[config.mk]
export PLATFORM = sky130hd
export DESIGN_NAME = ex_stage_flat
export DESIGN_NICKNAME = d
export VERILOG_FILES = /design/src/rtl/ex_stage_if.sv /design/src/rtl/ex_stage.sv /design/src/flat_wrapper.sv
export SDC_FILE = /design/constraint.sdc
export NUM_CORES = 2
export LEC_CHECK = 0
export CAP_MARGIN = 20
export CORE_UTILIZATION = 52
export DETAILED_ROUTE_END_ITERATION = 7
export HOLD_SLACK_MARGIN = 0.08
export PLACE_DENSITY = 0.71
export SETUP_SLACK_MARGIN = 0.1
export SYNTH_ARGS = -nofsm -noshare
export SYNTH_HDL_FRONTEND = slang
export SYNTH_SLANG_ARGS = --single-unit
[constraint.sdc]
create_clock -name clk_i -period 8.2 [get_ports clk_i]
set_clock_uncertainty 0.1 [all_clocks]
set_input_delay 1.64 -clock clk_i [delete_from_list [all_inputs] [get_ports clk_i]]
set_output_delay 1.64 -clock clk_i [all_outputs]
set_load 0.1 [all_outputs]
[src/rtl/ex_stage_if.sv]
// Decode-to-execute bundle plus the execute stage's redirect, stall,
// writeback and memory outputs.
interface ex_stage_if #(parameter int XLEN = 32);
  logic [XLEN-1:0] id_pc_r;
  logic [XLEN-1:0] id_imm_r;
  logic [XLEN-1:0] rs1_data_i;
  logic [XLEN-1:0] rs2_data_i;
  logic [4:0]      id_rd_index_r;
  logic [3:0]      id_alu_op_r;
  logic            id_a_signed_r;
  logic            id_b_signed_r;
  logic            id_op_imm_r;
  logic            id_mem_rd_r;
  logic            id_mem_wr_r;
  logic            id_mem_signed_r;
  logic [1:0]      id_mem_size_r;
  logic [2:0]      id_branch_r;
  logic            id_reg_jump_r;

  logic            branch_taken_w;
  logic [XLEN-1:0] jump_addr_w;
  logic            ex_stall_w;
  logic            ex_rd_we_r;
  logic [4:0]      ex_rd_index_r;
  logic [XLEN-1:0] ex_rd_data_r;
  logic            ex_mem_rd_r;
  logic            ex_mem_wr_r;
  logic            ex_mem_signed_r;
  logic [1:0]      ex_mem_size_r;
  logic [XLEN-1:0] ex_mem_addr_r;
  logic [XLEN-1:0] ex_mem_wdata_r;

  modport master (
    output id_pc_r, id_imm_r, rs1_data_i, rs2_data_i, id_rd_index_r, id_alu_op_r,
           id_a_signed_r, id_b_signed_r, id_op_imm_r, id_mem_rd_r, id_mem_wr_r,
           id_mem_signed_r, id_mem_size_r, id_branch_r, id_reg_jump_r,
    input  branch_taken_w, jump_addr_w, ex_stall_w, ex_rd_we_r, ex_rd_index_r,
           ex_rd_data_r, ex_mem_rd_r, ex_mem_wr_r, ex_mem_signed_r, ex_mem_size_r,
           ex_mem_addr_r, ex_mem_wdata_r
  );

  modport slave (
    input  id_pc_r, id_imm_r, rs1_data_i, rs2_data_i, id_rd_index_r, id_alu_op_r,
           id_a_signed_r, id_b_signed_r, id_op_imm_r, id_mem_rd_r, id_mem_wr_r,
           id_mem_signed_r, id_mem_size_r, id_branch_r, id_reg_jump_r,
    output branch_taken_w, jump_addr_w, ex_stall_w, ex_rd_we_r, ex_rd_index_r,
           ex_rd_data_r, ex_mem_rd_r, ex_mem_wr_r, ex_mem_signed_r, ex_mem_size_r,
           ex_mem_addr_r, ex_mem_wdata_r
  );
endinterface

[src/rtl/ex_stage.sv]
// Execute stage: ALU, single-cycle multiply, branch resolution, memory request
// formation and a 32-step restoring divider that stalls the front end.
module ex_stage #(
  parameter int XLEN = 32
) (
  input  logic     clk_i,
  input  logic     reset_ni,
  ex_stage_if.slave io
);
  localparam logic [3:0] OP_ADD = 4'd0, OP_SUB = 4'd1, OP_AND = 4'd2, OP_OR  = 4'd3,
                         OP_XOR = 4'd4, OP_SLT = 4'd5, OP_SLL = 4'd6, OP_SRL = 4'd7,
                         OP_MUL = 4'd8, OP_DIV = 4'd9, OP_REM = 4'd10;

  typedef enum logic [1:0] {S_IDLE, S_BUSY, S_DONE} state_t;

  state_t          state_q;
  logic [4:0]      cnt_q;
  logic [XLEN-1:0] quo_q, rem_q, dvsr_q, dvd_q;
  logic            neg_quo_q, neg_rem_q, dz_q, is_rem_q;
  logic [4:0]      div_rd_q;

  logic            br_q, rd_we_q, mrd_q, mwr_q, msgn_q;
  logic [XLEN-1:0] jaddr_q, rd_data_q, maddr_q, mwdata_q;
  logic [4:0]      rd_idx_q;
  logic [1:0]      msize_q;

  logic [XLEN-1:0] op_a, op_b, alu_d, result_d, sum_ai_d, jump_d, a_mag_d, b_mag_d;
  logic            br_eq, br_lt, take_d, wr_d, is_div_d, a_neg_d, b_neg_d, accept_d;
  logic [XLEN:0]   rem_sh, diff;
  logic [XLEN-1:0] quo_step, rem_step, div_res_d;

  always_comb begin
    op_a = io.rs1_data_i;
    op_b = io.id_op_imm_r ? io.id_imm_r : io.rs2_data_i;
    alu_d = '0;
    case (io.id_alu_op_r)
      OP_ADD: alu_d = op_a + op_b;
      OP_SUB: alu_d = op_a - op_b;
      OP_AND: alu_d = op_a & op_b;
      OP_OR:  alu_d = op_a | op_b;
      OP_XOR: alu_d = op_a ^ op_b;
      OP_SLT: alu_d = {{(XLEN-1){1'b0}}, io.id_a_signed_r ? ($signed(op_a) < $signed(op_b))
                                                           : (op_a < op_b)};
      OP_SLL: alu_d = op_a << op_b[4:0];
      OP_SRL: alu_d = io.id_a_signed_r ? XLEN'($signed(op_a) >>> op_b[4:0]) : (op_a >> op_b[4:0]);
      OP_MUL: alu_d = op_a * op_b;
      default: alu_d = '0;
    endcase

    br_eq = io.rs1_data_i == io.rs2_data_i;
    br_lt = io.id_a_signed_r ? ($signed(io.rs1_data_i) < $signed(io.rs2_data_i))
                             : (io.rs1_data_i < io.rs2_data_i);
    case (io.id_branch_r)
      3'd1:    take_d = br_eq;
      3'd2:    take_d = !br_eq;
      3'd3:    take_d = br_lt;
      3'd4:    take_d = !br_lt;
      3'd5:    take_d = 1'b1;
      default: take_d = 1'b0;
    endcase

    sum_ai_d = io.rs1_data_i + io.id_imm_r;
    jump_d   = io.id_reg_jump_r ? {sum_ai_d[XLEN-1:1], 1'b0} : (io.id_pc_r + io.id_imm_r);
    result_d = (io.id_branch_r == 3'd5) ? (io.id_pc_r + XLEN'(4)) : alu_d;
    is_div_d = (io.id_alu_op_r == OP_DIV) || (io.id_alu_op_r == OP_REM);
    wr_d     = (io.id_rd_index_r != 5'd0) && !io.id_mem_wr_r && !is_div_d &&
               ((io.id_branch_r == 3'd0) || (io.id_branch_r == 3'd5));
    accept_d = (state_q != S_BUSY) && !br_q;

    a_neg_d = io.id_a_signed_r & op_a[XLEN-1];
    b_neg_d = io.id_b_signed_r & op_b[XLEN-1];
    a_mag_d = a_neg_d ? -op_a : op_a;
    b_mag_d = b_neg_d ? -op_b : op_b;

    // A borrow out of bit XLEN means the shifted remainder is below the divisor.
    rem_sh   = {rem_q, quo_q[XLEN-1]};
    diff     = rem_sh - {1'b0, dvsr_q};
    quo_step = {quo_q[XLEN-2:0], ~diff[XLEN]};
    rem_step = diff[XLEN] ? rem_sh[XLEN-1:0] : diff[XLEN-1:0];

    if (dz_q)          div_res_d = is_rem_q ? dvd_q : '1;
    else if (is_rem_q) div_res_d = neg_rem_q ? -rem_step : rem_step;
    else               div_res_d = neg_quo_q ? -quo_step : quo_step;
  end

  always_ff @(posedge clk_i or negedge reset_ni) begin
    if (!reset_ni) begin
      state_q <= S_IDLE;  cnt_q <= '0;
      quo_q <= '0;  rem_q <= '0;  dvsr_q <= '0;  dvd_q <= '0;
      neg_quo_q <= 1'b0;  neg_rem_q <= 1'b0;  dz_q <= 1'b0;  is_rem_q <= 1'b0;
      div_rd_q <= '0;
      br_q <= 1'b0;  jaddr_q <= '0;
      rd_we_q <= 1'b0;  rd_idx_q <= '0;  rd_data_q <= '0;
      mrd_q <= 1'b0;  mwr_q <= 1'b0;  msgn_q <= 1'b0;  msize_q <= '0;
      maddr_q <= '0;  mwdata_q <= '0;
    end else begin
      br_q    <= 1'b0;
      rd_we_q <= 1'b0;
      mrd_q   <= 1'b0;
      mwr_q   <= 1'b0;
      case (state_q)
        S_BUSY: begin
          quo_q <= quo_step;
          rem_q <= rem_step;
          cnt_q <= cnt_q + 5'd1;
          if (cnt_q == 5'd31) begin
            state_q   <= S_DONE;
            rd_we_q   <= div_rd_q != 5'd0;
            rd_idx_q  <= div_rd_q;
            rd_data_q <= div_res_d;
          end
        end
        default: begin
          state_q <= S_IDLE;
          // DONE also accepts, so a held divide starts without a bubble.
          if (accept_d) begin
            if (is_div_d) begin
              state_q   <= S_BUSY;
              cnt_q     <= '0;
              quo_q     <= a_mag_d;
              rem_q     <= '0;
              dvsr_q    <= b_mag_d;
              dvd_q     <= op_a;
              neg_quo_q <= a_neg_d ^ b_neg_d;
              neg_rem_q <= a_neg_d;
              dz_q      <= op_b == '0;
              is_rem_q  <= io.id_alu_op_r == OP_REM;
              div_rd_q  <= io.id_rd_index_r;
            end else begin
              br_q      <= take_d;
              jaddr_q   <= jump_d;
              rd_we_q   <= wr_d;
              rd_idx_q  <= io.id_rd_index_r;
              rd_data_q <= result_d;
              mrd_q     <= io.id_mem_rd_r;
              mwr_q     <= io.id_mem_wr_r;
              msgn_q    <= io.id_mem_signed_r;
              msize_q   <= io.id_mem_size_r;
              maddr_q   <= sum_ai_d;
              mwdata_q  <= io.rs2_data_i;
            end
          end
        end
      endcase
    end
  end

  assign io.branch_taken_w  = br_q;
  assign io.jump_addr_w     = jaddr_q;
  assign io.ex_stall_w      = state_q == S_BUSY;
  assign io.ex_rd_we_r      = rd_we_q;
  assign io.ex_rd_index_r   = rd_idx_q;
  assign io.ex_rd_data_r    = rd_data_q;
  assign io.ex_mem_rd_r     = mrd_q;
  assign io.ex_mem_wr_r     = mwr_q;
  assign io.ex_mem_signed_r = msgn_q;
  assign io.ex_mem_size_r   = msize_q;
  assign io.ex_mem_addr_r   = maddr_q;
  assign io.ex_mem_wdata_r  = mwdata_q;
endmodule
[src/flat_wrapper.sv]
// flat-port wrapper written by rule: the top's interface ports become plain ports
module ex_stage_flat 
#(
  parameter int XLEN = 32
)
  (clk_i, reset_ni, io_id_pc_r, io_id_imm_r, io_rs1_data_i, io_rs2_data_i, io_id_rd_index_r, io_id_alu_op_r, io_id_a_signed_r, io_id_b_signed_r, io_id_op_imm_r, io_id_mem_rd_r, io_id_mem_wr_r, io_id_mem_signed_r, io_id_mem_size_r, io_id_branch_r, io_id_reg_jump_r, io_branch_taken_w, io_jump_addr_w, io_ex_stall_w, io_ex_rd_we_r, io_ex_rd_index_r, io_ex_rd_data_r, io_ex_mem_rd_r, io_ex_mem_wr_r, io_ex_mem_signed_r, io_ex_mem_size_r, io_ex_mem_addr_r, io_ex_mem_wdata_r);
  ex_stage_if #(.XLEN(XLEN)) io_i ();
  input  logic clk_i;
  input  logic reset_ni;
  input wire logic [$bits(io_i.id_pc_r)-1:0] io_id_pc_r;
  input wire logic [$bits(io_i.id_imm_r)-1:0] io_id_imm_r;
  input wire logic [$bits(io_i.rs1_data_i)-1:0] io_rs1_data_i;
  input wire logic [$bits(io_i.rs2_data_i)-1:0] io_rs2_data_i;
  input wire logic [$bits(io_i.id_rd_index_r)-1:0] io_id_rd_index_r;
  input wire logic [$bits(io_i.id_alu_op_r)-1:0] io_id_alu_op_r;
  input wire logic [$bits(io_i.id_a_signed_r)-1:0] io_id_a_signed_r;
  input wire logic [$bits(io_i.id_b_signed_r)-1:0] io_id_b_signed_r;
  input wire logic [$bits(io_i.id_op_imm_r)-1:0] io_id_op_imm_r;
  input wire logic [$bits(io_i.id_mem_rd_r)-1:0] io_id_mem_rd_r;
  input wire logic [$bits(io_i.id_mem_wr_r)-1:0] io_id_mem_wr_r;
  input wire logic [$bits(io_i.id_mem_signed_r)-1:0] io_id_mem_signed_r;
  input wire logic [$bits(io_i.id_mem_size_r)-1:0] io_id_mem_size_r;
  input wire logic [$bits(io_i.id_branch_r)-1:0] io_id_branch_r;
  input wire logic [$bits(io_i.id_reg_jump_r)-1:0] io_id_reg_jump_r;
  output wire logic [$bits(io_i.branch_taken_w)-1:0] io_branch_taken_w;
  output wire logic [$bits(io_i.jump_addr_w)-1:0] io_jump_addr_w;
  output wire logic [$bits(io_i.ex_stall_w)-1:0] io_ex_stall_w;
  output wire logic [$bits(io_i.ex_rd_we_r)-1:0] io_ex_rd_we_r;
  output wire logic [$bits(io_i.ex_rd_index_r)-1:0] io_ex_rd_index_r;
  output wire logic [$bits(io_i.ex_rd_data_r)-1:0] io_ex_rd_data_r;
  output wire logic [$bits(io_i.ex_mem_rd_r)-1:0] io_ex_mem_rd_r;
  output wire logic [$bits(io_i.ex_mem_wr_r)-1:0] io_ex_mem_wr_r;
  output wire logic [$bits(io_i.ex_mem_signed_r)-1:0] io_ex_mem_signed_r;
  output wire logic [$bits(io_i.ex_mem_size_r)-1:0] io_ex_mem_size_r;
  output wire logic [$bits(io_i.ex_mem_addr_r)-1:0] io_ex_mem_addr_r;
  output wire logic [$bits(io_i.ex_mem_wdata_r)-1:0] io_ex_mem_wdata_r;
  assign io_i.id_pc_r = io_id_pc_r;
  assign io_i.id_imm_r = io_id_imm_r;
  assign io_i.rs1_data_i = io_rs1_data_i;
  assign io_i.rs2_data_i = io_rs2_data_i;
  assign io_i.id_rd_index_r = io_id_rd_index_r;
  assign io_i.id_alu_op_r = io_id_alu_op_r;
  assign io_i.id_a_signed_r = io_id_a_signed_r;
  assign io_i.id_b_signed_r = io_id_b_signed_r;
  assign io_i.id_op_imm_r = io_id_op_imm_r;
  assign io_i.id_mem_rd_r = io_id_mem_rd_r;
  assign io_i.id_mem_wr_r = io_id_mem_wr_r;
  assign io_i.id_mem_signed_r = io_id_mem_signed_r;
  assign io_i.id_mem_size_r = io_id_mem_size_r;
  assign io_i.id_branch_r = io_id_branch_r;
  assign io_i.id_reg_jump_r = io_id_reg_jump_r;
  assign io_branch_taken_w = io_i.branch_taken_w;
  assign io_jump_addr_w = io_i.jump_addr_w;
  assign io_ex_stall_w = io_i.ex_stall_w;
  assign io_ex_rd_we_r = io_i.ex_rd_we_r;
  assign io_ex_rd_index_r = io_i.ex_rd_index_r;
  assign io_ex_rd_data_r = io_i.ex_rd_data_r;
  assign io_ex_mem_rd_r = io_i.ex_mem_rd_r;
  assign io_ex_mem_wr_r = io_i.ex_mem_wr_r;
  assign io_ex_mem_signed_r = io_i.ex_mem_signed_r;
  assign io_ex_mem_size_r = io_i.ex_mem_size_r;
  assign io_ex_mem_addr_r = io_i.ex_mem_addr_r;
  assign io_ex_mem_wdata_r = io_i.ex_mem_wdata_r;
  ex_stage #(.XLEN(XLEN)) u_core (.clk_i(clk_i), .reset_ni(reset_ni), .io(io_i));
endmodule
==> metrics.txt <==
status finished, violations left; failing checks setup timing; Core ar. 85400 sq um; commonest non-fill, non-tap cell in the layout nand2_1; pin count of the biggest net entering global routing 99; Post-synth ARST share 1.00; mux cell area share after synthesis 0.0480; final hold slack 0.379 ns; post-synthesis cell count 5667; synthesis-to-layout area growth 25.0%; Initial DRC Count 6446; CP max FO 3; Compound-Gate Fraction of Synth Area 0.200; Die Y 296 microns; Slew Viols, Final 0; startpoint types input port; htree depth 1; maximum buffer depth of the clock tree 3; Post-DP HPWL 172 mm; CP Class input port to flip-flop; GR Overflow Total 0; CTS Buf Count 31; Yosys cell types 100; Hold Path Class flip-flop to flip-flop; Max-cap violations 0; number of global-route vias before repair 46400; GRT Overall Usage 0.492; DIE WIDTH 296 microns; area leader, netlist fa_1; post-synthesis adder-cell area fraction 0.282; share of the synthesized area in the top cell type 0.184; Filler cells 7309; cell mode on critical path fa_1; Crit-path slowest cell fa_1; Via density 6.47; maximum clock frequency 0.114 GHz; worst path arrival time 9.12 ns; Worst slew margin 0.228; CTS clk-pin slew, worst paths 0.06 ns; wire per inst 29.4 microns; final-stage net count 7199; DRT Wirelength 219 mm; count of flip-flops with a built-in enable after synthesis 0; Clock Sink Count 284; input/output buffers 291; most frequent cells in the layout nand2_1, nor2_1, inv_1; CTS Hold Buffers Added 0; first-pass GRT wire length 314 mm; total negative setup slack -6.60 ns; Setup WS post-layout -0.554 ns; RSZ-0062 raised after global routing yes; starting density of the core 0.527; GP Congestion 1.11; DR pass1 iterations 8; total number of vias 48300; drt drc 0; Top FF cell, synth dfrtp_1; share of cells above drive strength 1 0.167; Final Util 0.658; Synth Area in Simple Gates 0.173; Slew @ Worst Pin 1.15 ns; crit end category flip-flop; Skew-Pair Late Insertion Delay 0.63 ns; Avg Cell Area, Syn 7.94 sq um; I/O Pins 292; synth top area cells fa_1, dfrtp_1, ha_1; number of synthesized register bits 284; DIE AREA 87700 sq um; area of the multi-input gates 35800 sq um; Seq. cell area 7110 sq um; min cycle time layout 8.75 ns; Syn Nets 6584; crit share post-route 1.07; largest family of logic cells by synthesized area adder cells; Post-Synth XOR/XNOR Area 0.0610; CP required 8.56 ns; initial antenna violation count 24; CTS Root Cell clkbuf_16; DRT antenna net count 0; CTS tree yes; Row Count 107; final setup violation count 19; DP Worst Slack -1.79 ns; Final Hold Fails 0; yosys warns 0; mapped cell area 45000 sq um; post-synthesis sequential area ratio 0.158; CP peak stage delay 0.59 ns
[synth_stat cells, drive strengths merged, types with 69 or more instances]
library cell and instances:
nand2 668, nor2 647, inv 568, o21ai 446, fa 413, ha 353, a21oi 324, dfrtp 284
clkbuf 266, xnor2 227, mux2i 147, nand3 113, xor2 86, nor3 85, buf 69
[routing by layer]
layer / vias up / GRT usage / share of wire
met1: 23500 / 0.630 / 0.37
li1: 20500 / - / -
met4: 10 / 0.344 / 0.085
met3: 862 / 0.139 / 0.13
met5: - / 0 / 0.00029
met2: 3403 / 0.716 / 0.42
[final timing paths]
| check | from | end | slack, ns | cells past startpoint |
|---|---|---|---|---|
| min | u_core.io.jump_addr_w[8] | u_core.io.jump_addr_w[8] | 0.38 | 2 |
| max reg2reg | u_core.quo_q[31] | u_core.io.ex_rd_data_r[28] | 1.43 | 20 |
| min in group asynchronous | reset_ni | u_core.io.jump_addr_w[14] | 0.92 | 1 |
| min reg2reg | u_core.io.jump_addr_w[8] | u_core.io.jump_addr_w[8] | 0.38 | 2 |
| max | io_rs2_data_i[6] | u_core.io.ex_rd_data_r[24] | -0.55 | 29 |
| max in group asynchronous | reset_ni | u_core.dvsr_q[19] | 5.48 | 2 |
[sequential cells by signal, indices dropped and copies added, names as in the netlist, 2 cells and up]
signal and cells:
u_core.io.ex_rd_data_r 32, u_core.div_rd_q 5, u_core.io.ex_mem_size_r 2, u_core.rem_q 32
u_core.quo_q 32, u_core.io.ex_mem_addr_r 32, u_core.io.jump_addr_w 32, u_core.state_q 2
u_core.dvsr_q 32, u_core.cnt_q 5, u_core.dvd_q 32, u_core.io.ex_rd_index_r 5
u_core.io.ex_mem_wdata_r 32
[critical path: cells and delay by family]
family,cells,cell delay (ns)
fa+ha+maj,10,3.99
buf+inv,7,0.82
mux,1,0.19
simple gates,2,0.58
compound gates,8,1.65
xor+xnor,1,0.20
[logic make-up after synthesis]
group / count (synthesis)
flip-flops: 284
XOR/XNOR: 313
AO/OA/AOI/OAI: 1405
AND/OR/NAND/NOR: 1786
adder cells (fa/ha/maj): 766
buffers and inverters: 922
multiplexers: 191
[area by class of cell]
class,count,area share
Inverter,587,0.0400
Tap cell,1144,0.0255
Clock inverter,12,0.00365
Clock buffer,44,0.0163
Timing Repair Buffer,916,0.150
Sequential cell,284,0.126
Multi-Input combinational cell,4462,0.637
Antenna cell,14,0.000623
[through the flow]
stage,cells,cell area (sq um)
2_1_floorplan,5667,45400
3_3_place_gp,7311,52900
3_5_place_dp,7311,52900
4_1_cts,7423,55200
5_1_grt,7460,56200
6_report,7463,56200
[timing repair]
| item | CTS | global route |
|---|---|---|
| resized for setup | 253 | 173 |
| setup endpoints to repair | 21 | 21 |
| cloned | 3 | 2 |
| pin swaps | 102 | 126 |
| buffers inserted | 53 | 30 |
Power is not shown: default switching activity piles up to over one toggle a cycle in this logic, so the estimate is an artifact.
